--- src/rtl/cpu0_pkg.sv ---
// Shared cpu0 definitions: access size codes, memory map constants,
// arbiter state encoding and an address range helper.
package cpu0_pkg;

    localparam logic [1:0] INT32 = 2'd3;
    localparam logic [1:0] INT24 = 2'd2;
    localparam logic [1:0] INT16 = 2'd1;
    localparam logic [1:0] BYTE  = 2'd0;

    localparam logic [31:0] MEMSIZE  = 32'h0000_7000;
    localparam logic [31:0] IOADDR   = 32'hFF00_0000;
    localparam logic [7:0]  MEMEMPTY = 8'hFF;

    typedef enum logic [1:0] {
        ARB_IDLE   = 2'd0,
        ARB_ACCESS = 2'd1,
        ARB_RESP   = 2'd2
    } arb_state_e;

    // A 32-bit access starting above memsize-4 would run off the end.
    function automatic logic addr_oor(
        input logic [31:0] addr,
        input logic [31:0] memsize
    );
        return addr > (memsize - 32'd4);
    endfunction

endpackage

--- src/rtl/cpu0_mem_arbiter_if.sv ---
// Bus bundle of the two-master cpu0 memory arbiter.
// Ports: m0_*/m1_* req/ack masters, mem_* memory port, grant/busy status.
interface cpu0_mem_arbiter_if;

    logic        m0_req;
    logic        m0_rw;
    logic [1:0]  m0_size;
    logic [31:0] m0_addr;
    logic [31:0] m0_wdata;
    logic        m0_ack;
    logic [31:0] m0_rdata;
    logic        m0_err;

    logic        m1_req;
    logic        m1_rw;
    logic [1:0]  m1_size;
    logic [31:0] m1_addr;
    logic [31:0] m1_wdata;
    logic        m1_ack;
    logic [31:0] m1_rdata;
    logic        m1_err;

    logic        mem_en;
    logic        mem_rw;
    logic [1:0]  mem_size;
    logic [31:0] mem_abus;
    logic [31:0] mem_wdata;
    logic [31:0] mem_rdata;

    logic        grant;
    logic        busy;

    // Arbiter side.
    modport slave (
        input  m0_req, m0_rw, m0_size, m0_addr, m0_wdata,
        output m0_ack, m0_rdata, m0_err,
        input  m1_req, m1_rw, m1_size, m1_addr, m1_wdata,
        output m1_ack, m1_rdata, m1_err,
        output mem_en, mem_rw, mem_size, mem_abus, mem_wdata,
        input  mem_rdata,
        output grant, busy
    );

    // Environment side: masters plus memory.
    modport master (
        output m0_req, m0_rw, m0_size, m0_addr, m0_wdata,
        input  m0_ack, m0_rdata, m0_err,
        output m1_req, m1_rw, m1_size, m1_addr, m1_wdata,
        input  m1_ack, m1_rdata, m1_err,
        input  mem_en, mem_rw, mem_size, mem_abus, mem_wdata,
        output mem_rdata,
        input  grant, busy
    );

endinterface

--- src/rtl/cpu0_arb_rr2.sv ---
// Two-way round-robin picker.
// Ports: req[1:0] requests, last = previous winner; valid, winner id.
module cpu0_arb_rr2 (
    input  logic [1:0] req,
    input  logic       last,
    output logic       valid,
    output logic       winner
);

    always_comb begin
        valid  = |req;
        winner = 1'b0;
        unique case (1'b1)
            (req == 2'b11): winner = ~last;
            (req == 2'b10): winner = 1'b1;
            default:        winner = 1'b0;
        endcase
    end

endmodule

--- src/rtl/cpu0_mem_arbiter.sv ---
// Shares the cpu0 memory port between two req/ack masters, round-robin.
// Ports: clock, reset (sync, active-high), bus (slave modport).
module cpu0_mem_arbiter #(
    parameter int unsigned ACCESS_CYCLES = 1,
    parameter logic [31:0] MEMSIZE       = cpu0_pkg::MEMSIZE
) (
    input  logic               clock,
    input  logic               reset,
    cpu0_mem_arbiter_if.slave  bus
);

    import cpu0_pkg::*;

    localparam int CW = $clog2(ACCESS_CYCLES + 1);
    localparam logic [CW-1:0] CNT_LOAD = CW'(ACCESS_CYCLES - 1);

    arb_state_e state_q, state_d;

    logic              last_q, last_d;
    logic [CW-1:0]     cnt_q, cnt_d;
    logic              grant_q, grant_d;
    logic              busy_q, busy_d;
    logic              mem_en_q, mem_en_d;
    logic              mem_rw_q, mem_rw_d;
    logic [1:0]        mem_size_q, mem_size_d;
    logic [31:0]       mem_abus_q, mem_abus_d;
    logic [31:0]       mem_wdata_q, mem_wdata_d;
    logic [1:0][31:0]  rdata_q, rdata_d;
    logic [1:0]        ack_q, ack_d;
    logic [1:0]        err_q, err_d;

    logic              pick_valid;
    logic              pick_id;
    logic              sel_rw;
    logic [1:0]        sel_size;
    logic [31:0]       sel_addr;
    logic [31:0]       sel_wdata;

    cpu0_arb_rr2 u_rr (
        .req    ({bus.m1_req, bus.m0_req}),
        .last   (last_q),
        .valid  (pick_valid),
        .winner (pick_id)
    );

    always_comb begin
        sel_rw    = bus.m0_rw;
        sel_size  = bus.m0_size;
        sel_addr  = bus.m0_addr;
        sel_wdata = bus.m0_wdata;
        if (pick_id) begin
            sel_rw    = bus.m1_rw;
            sel_size  = bus.m1_size;
            sel_addr  = bus.m1_addr;
            sel_wdata = bus.m1_wdata;
        end
    end

    always_comb begin
        state_d     = state_q;
        last_d      = last_q;
        cnt_d       = cnt_q;
        grant_d     = grant_q;
        mem_en_d    = mem_en_q;
        mem_rw_d    = mem_rw_q;
        mem_size_d  = mem_size_q;
        mem_abus_d  = mem_abus_q;
        mem_wdata_d = mem_wdata_q;
        rdata_d     = rdata_q;
        ack_d       = 2'b00;
        err_d       = 2'b00;

        unique case (state_q)
            ARB_IDLE: begin
                if (pick_valid) begin
                    grant_d     = pick_id;
                    last_d      = pick_id;
                    mem_rw_d    = sel_rw;
                    mem_size_d  = sel_size;
                    mem_abus_d  = sel_addr;
                    mem_wdata_d = sel_wdata;
                    if (addr_oor(sel_addr, MEMSIZE)) begin
                        // Bad address: answer straight away, memory untouched.
                        ack_d[pick_id]   = 1'b1;
                        err_d[pick_id]   = 1'b1;
                        rdata_d[pick_id] = '0;
                        state_d          = ARB_RESP;
                    end else begin
                        cnt_d    = CNT_LOAD;
                        mem_en_d = 1'b1;
                        state_d  = ARB_ACCESS;
                    end
                end
            end
            ARB_ACCESS: begin
                if (cnt_q != '0) begin
                    cnt_d = cnt_q - CW'(1);
                end else begin
                    mem_en_d       = 1'b0;
                    ack_d[grant_q] = 1'b1;
                    if (mem_rw_q) begin
                        rdata_d[grant_q] = bus.mem_rdata;
                    end
                    state_d = ARB_RESP;
                end
            end
            ARB_RESP: begin
                state_d = ARB_IDLE;
            end
            default: begin
                state_d  = ARB_IDLE;
                mem_en_d = 1'b0;
            end
        endcase

        busy_d = (state_d != ARB_IDLE);
    end

    always_ff @(posedge clock) begin
        if (reset) begin
            state_q     <= ARB_IDLE;
            last_q      <= 1'b1;
            cnt_q       <= '0;
            grant_q     <= 1'b0;
            busy_q      <= 1'b0;
            mem_en_q    <= 1'b0;
            mem_rw_q    <= 1'b0;
            mem_size_q  <= 2'b00;
            mem_abus_q  <= '0;
            mem_wdata_q <= '0;
            rdata_q     <= '0;
            ack_q       <= 2'b00;
            err_q       <= 2'b00;
        end else begin
            state_q     <= state_d;
            last_q      <= last_d;
            cnt_q       <= cnt_d;
            grant_q     <= grant_d;
            busy_q      <= busy_d;
            mem_en_q    <= mem_en_d;
            mem_rw_q    <= mem_rw_d;
            mem_size_q  <= mem_size_d;
            mem_abus_q  <= mem_abus_d;
            mem_wdata_q <= mem_wdata_d;
            rdata_q     <= rdata_d;
            ack_q       <= ack_d;
            err_q       <= err_d;
        end
    end

    assign bus.m0_ack    = ack_q[0];
    assign bus.m1_ack    = ack_q[1];
    assign bus.m0_err    = err_q[0];
    assign bus.m1_err    = err_q[1];
    assign bus.m0_rdata  = rdata_q[0];
    assign bus.m1_rdata  = rdata_q[1];
    assign bus.mem_en    = mem_en_q;
    assign bus.mem_rw    = mem_rw_q;
    assign bus.mem_size  = mem_size_q;
    assign bus.mem_abus  = mem_abus_q;
    assign bus.mem_wdata = mem_wdata_q;
    assign bus.grant     = grant_q;
    assign bus.busy      = busy_q;

endmodule

--- src/flat_wrapper.sv ---
// flat-port wrapper written by rule: the top's interface ports become plain ports
module cpu0_mem_arbiter_flat import cpu0_pkg::*;
#(
    parameter int unsigned ACCESS_CYCLES = 1,
    parameter logic [31:0] MEMSIZE       = cpu0_pkg::MEMSIZE
)
  (clock, reset, bus_m0_req, bus_m0_rw, bus_m0_size, bus_m0_addr, bus_m0_wdata, bus_m0_ack, bus_m0_rdata, bus_m0_err, bus_m1_req, bus_m1_rw, bus_m1_size, bus_m1_addr, bus_m1_wdata, bus_m1_ack, bus_m1_rdata, bus_m1_err, bus_mem_en, bus_mem_rw, bus_mem_size, bus_mem_abus, bus_mem_wdata, bus_mem_rdata, bus_grant, bus_busy);
  cpu0_mem_arbiter_if bus_i ();
  input  logic clock;
  input  logic reset;
  input wire logic [$bits(bus_i.m0_req)-1:0] bus_m0_req;
  input wire logic [$bits(bus_i.m0_rw)-1:0] bus_m0_rw;
  input wire logic [$bits(bus_i.m0_size)-1:0] bus_m0_size;
  input wire logic [$bits(bus_i.m0_addr)-1:0] bus_m0_addr;
  input wire logic [$bits(bus_i.m0_wdata)-1:0] bus_m0_wdata;
  output wire logic [$bits(bus_i.m0_ack)-1:0] bus_m0_ack;
  output wire logic [$bits(bus_i.m0_rdata)-1:0] bus_m0_rdata;
  output wire logic [$bits(bus_i.m0_err)-1:0] bus_m0_err;
  input wire logic [$bits(bus_i.m1_req)-1:0] bus_m1_req;
  input wire logic [$bits(bus_i.m1_rw)-1:0] bus_m1_rw;
  input wire logic [$bits(bus_i.m1_size)-1:0] bus_m1_size;
  input wire logic [$bits(bus_i.m1_addr)-1:0] bus_m1_addr;
  input wire logic [$bits(bus_i.m1_wdata)-1:0] bus_m1_wdata;
  output wire logic [$bits(bus_i.m1_ack)-1:0] bus_m1_ack;
  output wire logic [$bits(bus_i.m1_rdata)-1:0] bus_m1_rdata;
  output wire logic [$bits(bus_i.m1_err)-1:0] bus_m1_err;
  output wire logic [$bits(bus_i.mem_en)-1:0] bus_mem_en;
  output wire logic [$bits(bus_i.mem_rw)-1:0] bus_mem_rw;
  output wire logic [$bits(bus_i.mem_size)-1:0] bus_mem_size;
  output wire logic [$bits(bus_i.mem_abus)-1:0] bus_mem_abus;
  output wire logic [$bits(bus_i.mem_wdata)-1:0] bus_mem_wdata;
  input wire logic [$bits(bus_i.mem_rdata)-1:0] bus_mem_rdata;
  output wire logic [$bits(bus_i.grant)-1:0] bus_grant;
  output wire logic [$bits(bus_i.busy)-1:0] bus_busy;
  assign bus_i.m0_req = bus_m0_req;
  assign bus_i.m0_rw = bus_m0_rw;
  assign bus_i.m0_size = bus_m0_size;
  assign bus_i.m0_addr = bus_m0_addr;
  assign bus_i.m0_wdata = bus_m0_wdata;
  assign bus_m0_ack = bus_i.m0_ack;
  assign bus_m0_rdata = bus_i.m0_rdata;
  assign bus_m0_err = bus_i.m0_err;
  assign bus_i.m1_req = bus_m1_req;
  assign bus_i.m1_rw = bus_m1_rw;
  assign bus_i.m1_size = bus_m1_size;
  assign bus_i.m1_addr = bus_m1_addr;
  assign bus_i.m1_wdata = bus_m1_wdata;
  assign bus_m1_ack = bus_i.m1_ack;
  assign bus_m1_rdata = bus_i.m1_rdata;
  assign bus_m1_err = bus_i.m1_err;
  assign bus_mem_en = bus_i.mem_en;
  assign bus_mem_rw = bus_i.mem_rw;
  assign bus_mem_size = bus_i.mem_size;
  assign bus_mem_abus = bus_i.mem_abus;
  assign bus_mem_wdata = bus_i.mem_wdata;
  assign bus_i.mem_rdata = bus_mem_rdata;
  assign bus_grant = bus_i.grant;
  assign bus_busy = bus_i.busy;
  cpu0_mem_arbiter #(.ACCESS_CYCLES(ACCESS_CYCLES), .MEMSIZE(MEMSIZE)) u_core (.clock(clock), .reset(reset), .bus(bus_i));
endmodule
--- config.mk ---
export PLATFORM = sky130hd
export DESIGN_NAME = cpu0_mem_arbiter_flat
export DESIGN_NICKNAME = d
export VERILOG_FILES = /design/src/rtl/cpu0_pkg.sv /design/src/rtl/cpu0_mem_arbiter_if.sv /design/src/rtl/cpu0_arb_rr2.sv /design/src/rtl/cpu0_mem_arbiter.sv /design/src/flat_wrapper.sv
export SDC_FILE = /design/constraint.sdc
export NUM_CORES = 1
export LEC_CHECK = 0
export ABC_CLOCK_PERIOD_IN_PS = 1950
export BUFFER_PORTS_ARGS = -buffer_cell sky130_fd_sc_hd__buf_2
export CAP_MARGIN = 25
export CORE_AREA = 2 2 118 120
export CTS_CLUSTER_DIAMETER = 50
export DETAILED_ROUTE_END_ITERATION = 6
export DIE_AREA = 0 0 120 122
export GPL_TIMING_DRIVEN = 0
export PLACE_DENSITY_LB_ADDON = 0.12
export SETUP_SLACK_MARGIN = 0.4
export SLEW_MARGIN = 40
export SYNTH_ARGS = -nofsm -noshare
export SYNTH_HDL_FRONTEND = slang
export SYNTH_SLANG_ARGS = --single-unit
--- constraint.sdc ---
create_clock -name clock -period 1.95 [get_ports clock]
set_input_delay 0.0975 -clock clock [delete_from_list [all_inputs] [get_ports clock]]
set_output_delay 0.0975 -clock clock [all_outputs]
set_load 0.05 [all_outputs]
; ---- Word-level counts from Yosys, hierarchy flattened
; Index checks and enable logic that the tools add are counted.
[classes]
n_reduce_logical = 11
n_bitwise = 5
order_cmp = 5
n_mux = 35
eq_ne = 9
addsub = 1
[op_table]
columns = op, count
row1 = two-way mux 64 bit, 4
row2 = two-way mux 32 bit, 4
row3 = one-hot mux 64 bit (2 select lines), 1
row4 = AND 64 bit, 1
row5 = bitwise mux 64 bit, 1
row6 = demux 32 bit (select 1 bit), 2
row7 = inverter 64 bit, 1
row8 = greater-than comparator 32 x 15 -> 1 bit (second input constant), 1
row9 = two-way mux 2 bit, 7
row10 = two-way mux 1 bit, 9
row11 = one-hot mux 2 bit (2 select lines), 2
row12 = == test 2 bit (second input constant), 3
row13 = inequality test 2 x 1 -> 1 bit (second input constant), 3
row14 = AND reduction 5 bit, 1
row15 = < comparator 1 x 2 -> 1 bit (second input constant), 2
row16 = inequality test 2 bit (second input constant), 2
row17 = one-hot mux 1 bit (2 select lines), 2
row18 = AND reduction 4 bit, 1
row19 = nonzero test 2 bit, 2
row20 = OR reduction 2 bit, 2
row21 = inverter 1 bit, 3
row22 = one-hot mux 1 bit (3 select lines), 1
row23 = AND reduction 3 bit, 1
row24 = demux 1 bit (select 1 bit), 2
row25 = 6 further kinds, 8
[totals]
input_bits = 170
out_inout_bits = 138
word_cells = 80
reg_bits = 142

; ---- Depth between registers and ports, before layout
[logic_depth]
word_depth = 11
mapped_depth = 8
depth_no_buf = 5

; ---- By module
; Synthesis repeated with hierarchy kept, for this count alone.
[unflattened]
cells_unflattened = 828
area_unflattened_um2 = 7285.7
[by_module_without_submodules]
columns = module, area_each_um2, instances, cells_each
row1 = cpu0_mem_arbiter, 7272.0, 1, 826
row2 = cpu0_arb_rr2, 13.8, 1, 2

; ---- Worst setup path before layout
; No wires, ideal clock.
[synth_timing]
path_type = flip-flop to flip-flop
startpoint = register u_core.mem_rw_q, in the netlist u_core.bus.mem_rw
endpoint = register u_core.rdata_q, in the netlist u_core.bus.m0_rdata[22]
stages_incl_launch_ff = 8
slack_ps = -4
synth_period_minus_slack_ps = 1954
t_arrival_ps = 1827
path_cell_list = dfxtp_1 nand2_1 or3_1 buf_1 o211a_1 a31o_2 buf_6 o2bb2ai_1
[synth_between]
elab_chain_len = 2
[synth_rtl]
columns = item, line
row1 = start: declaration, cpu0_mem_arbiter.sv:24  ; logic mem_rw_q, mem_rw_d;
row2 = start signal: assignment, cpu0_mem_arbiter.sv:141  ; mem_rw_q <= mem_rw_d;
row3 = inequality test 2 x 1 -> 1 bit (no line), -
row4 = AND reduction 5 bit (no line), -
row5 = end signal: assignment, cpu0_mem_arbiter.sv:145  ; rdata_q <= rdata_d;
row6 = end: declaration, cpu0_mem_arbiter.sv:28  ; logic [1:0][31:0] rdata_q, rdata_d;
; Every way passes these cells.
; A chain may end at the register's enable or synchronous reset.

; ---- Worst setup path in the final report
[layout_timing]
startpoint = register u_core.last_q
endpoint = register u_core.rdata_q, in the netlist u_core.bus.m0_rdata[9]
[layout_between]
elab_chain_len = 11
[layout_rtl]
columns = item, line
row1 = start: declaration, cpu0_mem_arbiter.sv:19  ; logic last_q, last_d;
row2 = start signal: assignment, cpu0_mem_arbiter.sv:136  ; last_q <= last_d;
row3 = inverter 1 bit *, cpu0_arb_rr2.sv:14  ; (req == 2'b11): winner = ~last;
row4 = one-hot mux 1 bit (2 select lines) *, cpu0_arb_rr2.sv:13  ; unique case (1'b1)
row5 = branches (longest 9 deep; another with greater-than comparator 32 x 15 -> 1 bit), -
; Mark *: on every way between the ends. The select of a mux whose other input is x is not followed.

==> results by group <==
Run status
  – Status: complete, no violations

Place
  – Post-detail-place hpwl: 14.49 mm
  – Post-Place Setup Slack: -225.8 ps
  – Input/output buffers: 307
  – Placed cells: 1,111
  – Placed inst area: 7286 µm²
  – Gpl congestion: ~0.85

Critical path
  – Reg2reg setup slack: 150 ps
  – Worst setup SP type: flop
  – WP data required: 2240 ps
  – CP max FO: 10
  – Cell Chain, Critical Path: a21bo_2 -> buf_8 -> o41ai_4 -> a22oi_2 -> buf_4 -> a31o_4 -> buf_6 -> o2bb2ai_1
  – CP max stage cell: dfxtp_4
  – Slowest Stage Delay on Critical Path: 360 ps
  – Arrival time at the worst endpoint: around 2100 ps
  – Crit. End Element: flop
  – Worst Setup Path Type: flop to flop

Global route
  – Number of global-route vias before repair: 6,921
  – GR peak layer: met2
  – Overall Global Routing Usage: 30.41%
  – GR Util met1: 33.41%
  – Total gr overflow: 0
  – First-pass GRT wire length: 35.00 mm
  – Global Route met2 Usage: 52.38%
  – Largest net degree at the start of global routing: 17
  – Initial antenna violation count: 0
  – Met3 Usage GRT: 9.270%

Pwr
  – Max IR drop VDD: 0.5722 mV
  – PwrDens: 833.3 nW/µm²
  – Leakage power: 4.708 nW

Layout
  – Fin util: approximately three quarters
  – Finished layout cell area: just over 10,000 µm²
  – Non-Filler Instances: 1,323
  – Layout cells sized above 1: 37.62%
  – Area grow syn2layout: 84.20%
  – Final nets: ~1,300
  – Ant. Diodes: 0

Logic synthesis
  – Post-Syn Nets: 794
  – Post-synth EDFFs: 0
  – Commonest cells in the netlist: 174 x nand2_1, 141 x dfxtp_1, 74 x nor2_1
  – Async set-reset flop share out of synthesis: 0%
  – Top post-synthesis cells by area: dfxtp_1 51%, nand2_1 12%, a311oi_1 11%
  – Cell accounting for the most synthesized area: dfxtp_1
  – Mapped Area: 5482 µm²
  – Mean Syn Cell Area: 8.784 µm²
  – Most common cell in the synthesized netlist: nand2_1
  – Unique masters post-synth: 32
  – Yosys top cell area share: between 50% and 60%
  – Post-synthesis sequential area ratio: around half
  – Flops & latches, synth: 141
  – Ys flop type: dfxtp_1
  – Synth warnings: 0
  – Synthesized instance count: 624

Die
  – IO Pins: 308
  – Row count: 43
  – Die area: ~15,000 µm²
  – Initial core utilization: 40.59%
  – Die W: 120 µm
  – Die Y: between 100 and 150 µm
  – Core area: 13,500 µm²

Clock network
  – CTS Buf Count: 17
  – Reg clk slew, reported paths: 60 ps
  – Skew-Pair Late Insertion Delay: 430 ps
  – CTS tree: yes
  – Longest Clk Path Bufs: 2
  – H-Tree Depth: 4
  – CTS root buffer: clkbuf_16
  – Clock sink total: approximately 140

Timing
  – Final Cycle Share: 92.10%
  – Final Slew Violations: 0
  – Final setup vio count: 0
  – Fin. Hold Viols: 0
  – Period minus WS final: 1796 ps
  – RSZ-0062 raised after global routing: yes
  – Final worst slack: 154.1 ps
  – Worst slew pin tran: 694.0 ps
  – Clk_skew: roughly 8.7 ps
  – Fmax: about 560 MHz
  – Max transition margin: about 54%

Job
  – Maximum Capacitance Violations: 0

Routing
  – Final ANT Viol Nets: 0
  – DRT Pass-1 Iters: 7
  – Via density: 5.332
  – DRT iter0 DRCs: 458
  – Vias: 7,054
  – Routed wire per std cell: 17.37 µm
  – DR DRC count: 0
  – Post-Route WL: roughly 23 mm

Min path
  – Hold WC Path Type: input port to flop
## registers in the layout, summed over array words and instances, names as in the netlist
signal and flops:
u_core.ack_q 2, u_core.bus.busy 1, u_core.bus.grant 1, u_core.bus.m0_rdata 32, u_core.bus.m1_rdata 32, u_core.bus.mem_abus 32
u_core.bus.mem_en 1, u_core.bus.mem_rw 1, u_core.bus.mem_size 2, u_core.bus.mem_wdata 32, u_core.err_q 2, u_core.last_q 1
u_core.state_q 2
## where the power goes
group | total (W) | internal, W | switching [W]
clock | 0.00335 | 0.00211 | 0.00124
sequential | 0.00312 | 0.00304 | 0.0000854
combinational | 0.00194 | 0.000748 | 0.00119
total | 0.00841 | 0.00589 | 0.00252
## through the flow
stage | TNS [ps] | power, W | hold WS, ps
floorplan | 0 | 0.004163 | 197.9
global placement | -13510 | 0.004672 | 353.3
detailed placement | -13200 | 0.004674 | 345.0
CTS | 0 | 0.008329 | 127.8
global route | 0 | 0.008681 | 188.1
finish | 0 | 0.008414 | 142.4
## final timing paths
path,from,end,cells past startpoint
hold / removal,bus_m1_req,u_core.state_q[1],3
setup reg to reg,u_core.last_q,u_core.bus.m0_rdata[9],8
hold reg to reg,u_core.bus.m0_rdata[23],u_core.bus.m0_rdata[23],1
setup / recovery,u_core.last_q,u_core.bus.m0_rdata[9],8
## cells in the final DEF, fill, tap and decap left out, types with 4 or more instances in the layout
| cell type | n |
|---|---|
| a311oi_2 | 4 |
| a21oi_1 | 4 |
| buf_8 | 12 |
| clkbuf_8 | 4 |
| clkbuf_2 | 4 |
| o2bb2ai_1 | 40 |
| buf_2 | 311 |
| nor4_1 | 7 |
| clkbuf_1 | 18 |
| nand4_1 | 8 |
| nor2_1 | 74 |
| clkbuf_16 | 17 |
| dlygate4sd3_1 | 169 |
| a311oi_1 | 63 |
| buf_6 | 7 |
| nand2_1 | 173 |
| dfxtp_1 | 138 |
| o2bb2ai_2 | 24 |
| buf_4 | 10 |
| clkbuf_4 | 13 |
## critical path, delay by kind of cell (launching register included)
| kind | cells | cell delay, ps |
|---|---|---|
| buf+inv | 3 | 470 |
| compound gates | 5 | 830 |
| flops | 1 | 360 |
## metal layers
metal,vias to the layer above,routed length [µm]
met1,3272,8611
li1,3282,-
met4,0,1034
met2,419,11230
met5,-,0
met3,81,2109
## logic make-up after synthesis
group	count (synthesis)	share of synthesized area, %
and+or+nand+nor	278	20.34
DFF	141	51.50
AOI/OAI and AO/OA	148	23.37
buffers and inverters	57	4.793
## what timing repair did
action                     4_1_cts  5_1_grt
setup buffers                    8        1
gates cloned                     3        0
gates resized for setup         64       68
setup endpoints to repair      139      137
hold endpoints to repair       132        0
hold buffers                   169        0
pin swaps                        6        8
## final cells by class
class / instances / area, µm²
fillers: 952 / 3407
repair buffers: 488 / 3361
flip-flops and latches: 141 / 2831
well taps: 180 / 225.2
clock inverters: 9 / 133.9
plain buffers: 56 / 432.9
clock buffers: 22 / 474.2
inverters: 1 / 3.754
multi-input cells: 426 / 2635
Note: power is estimated with default switching activity, not from simulation.
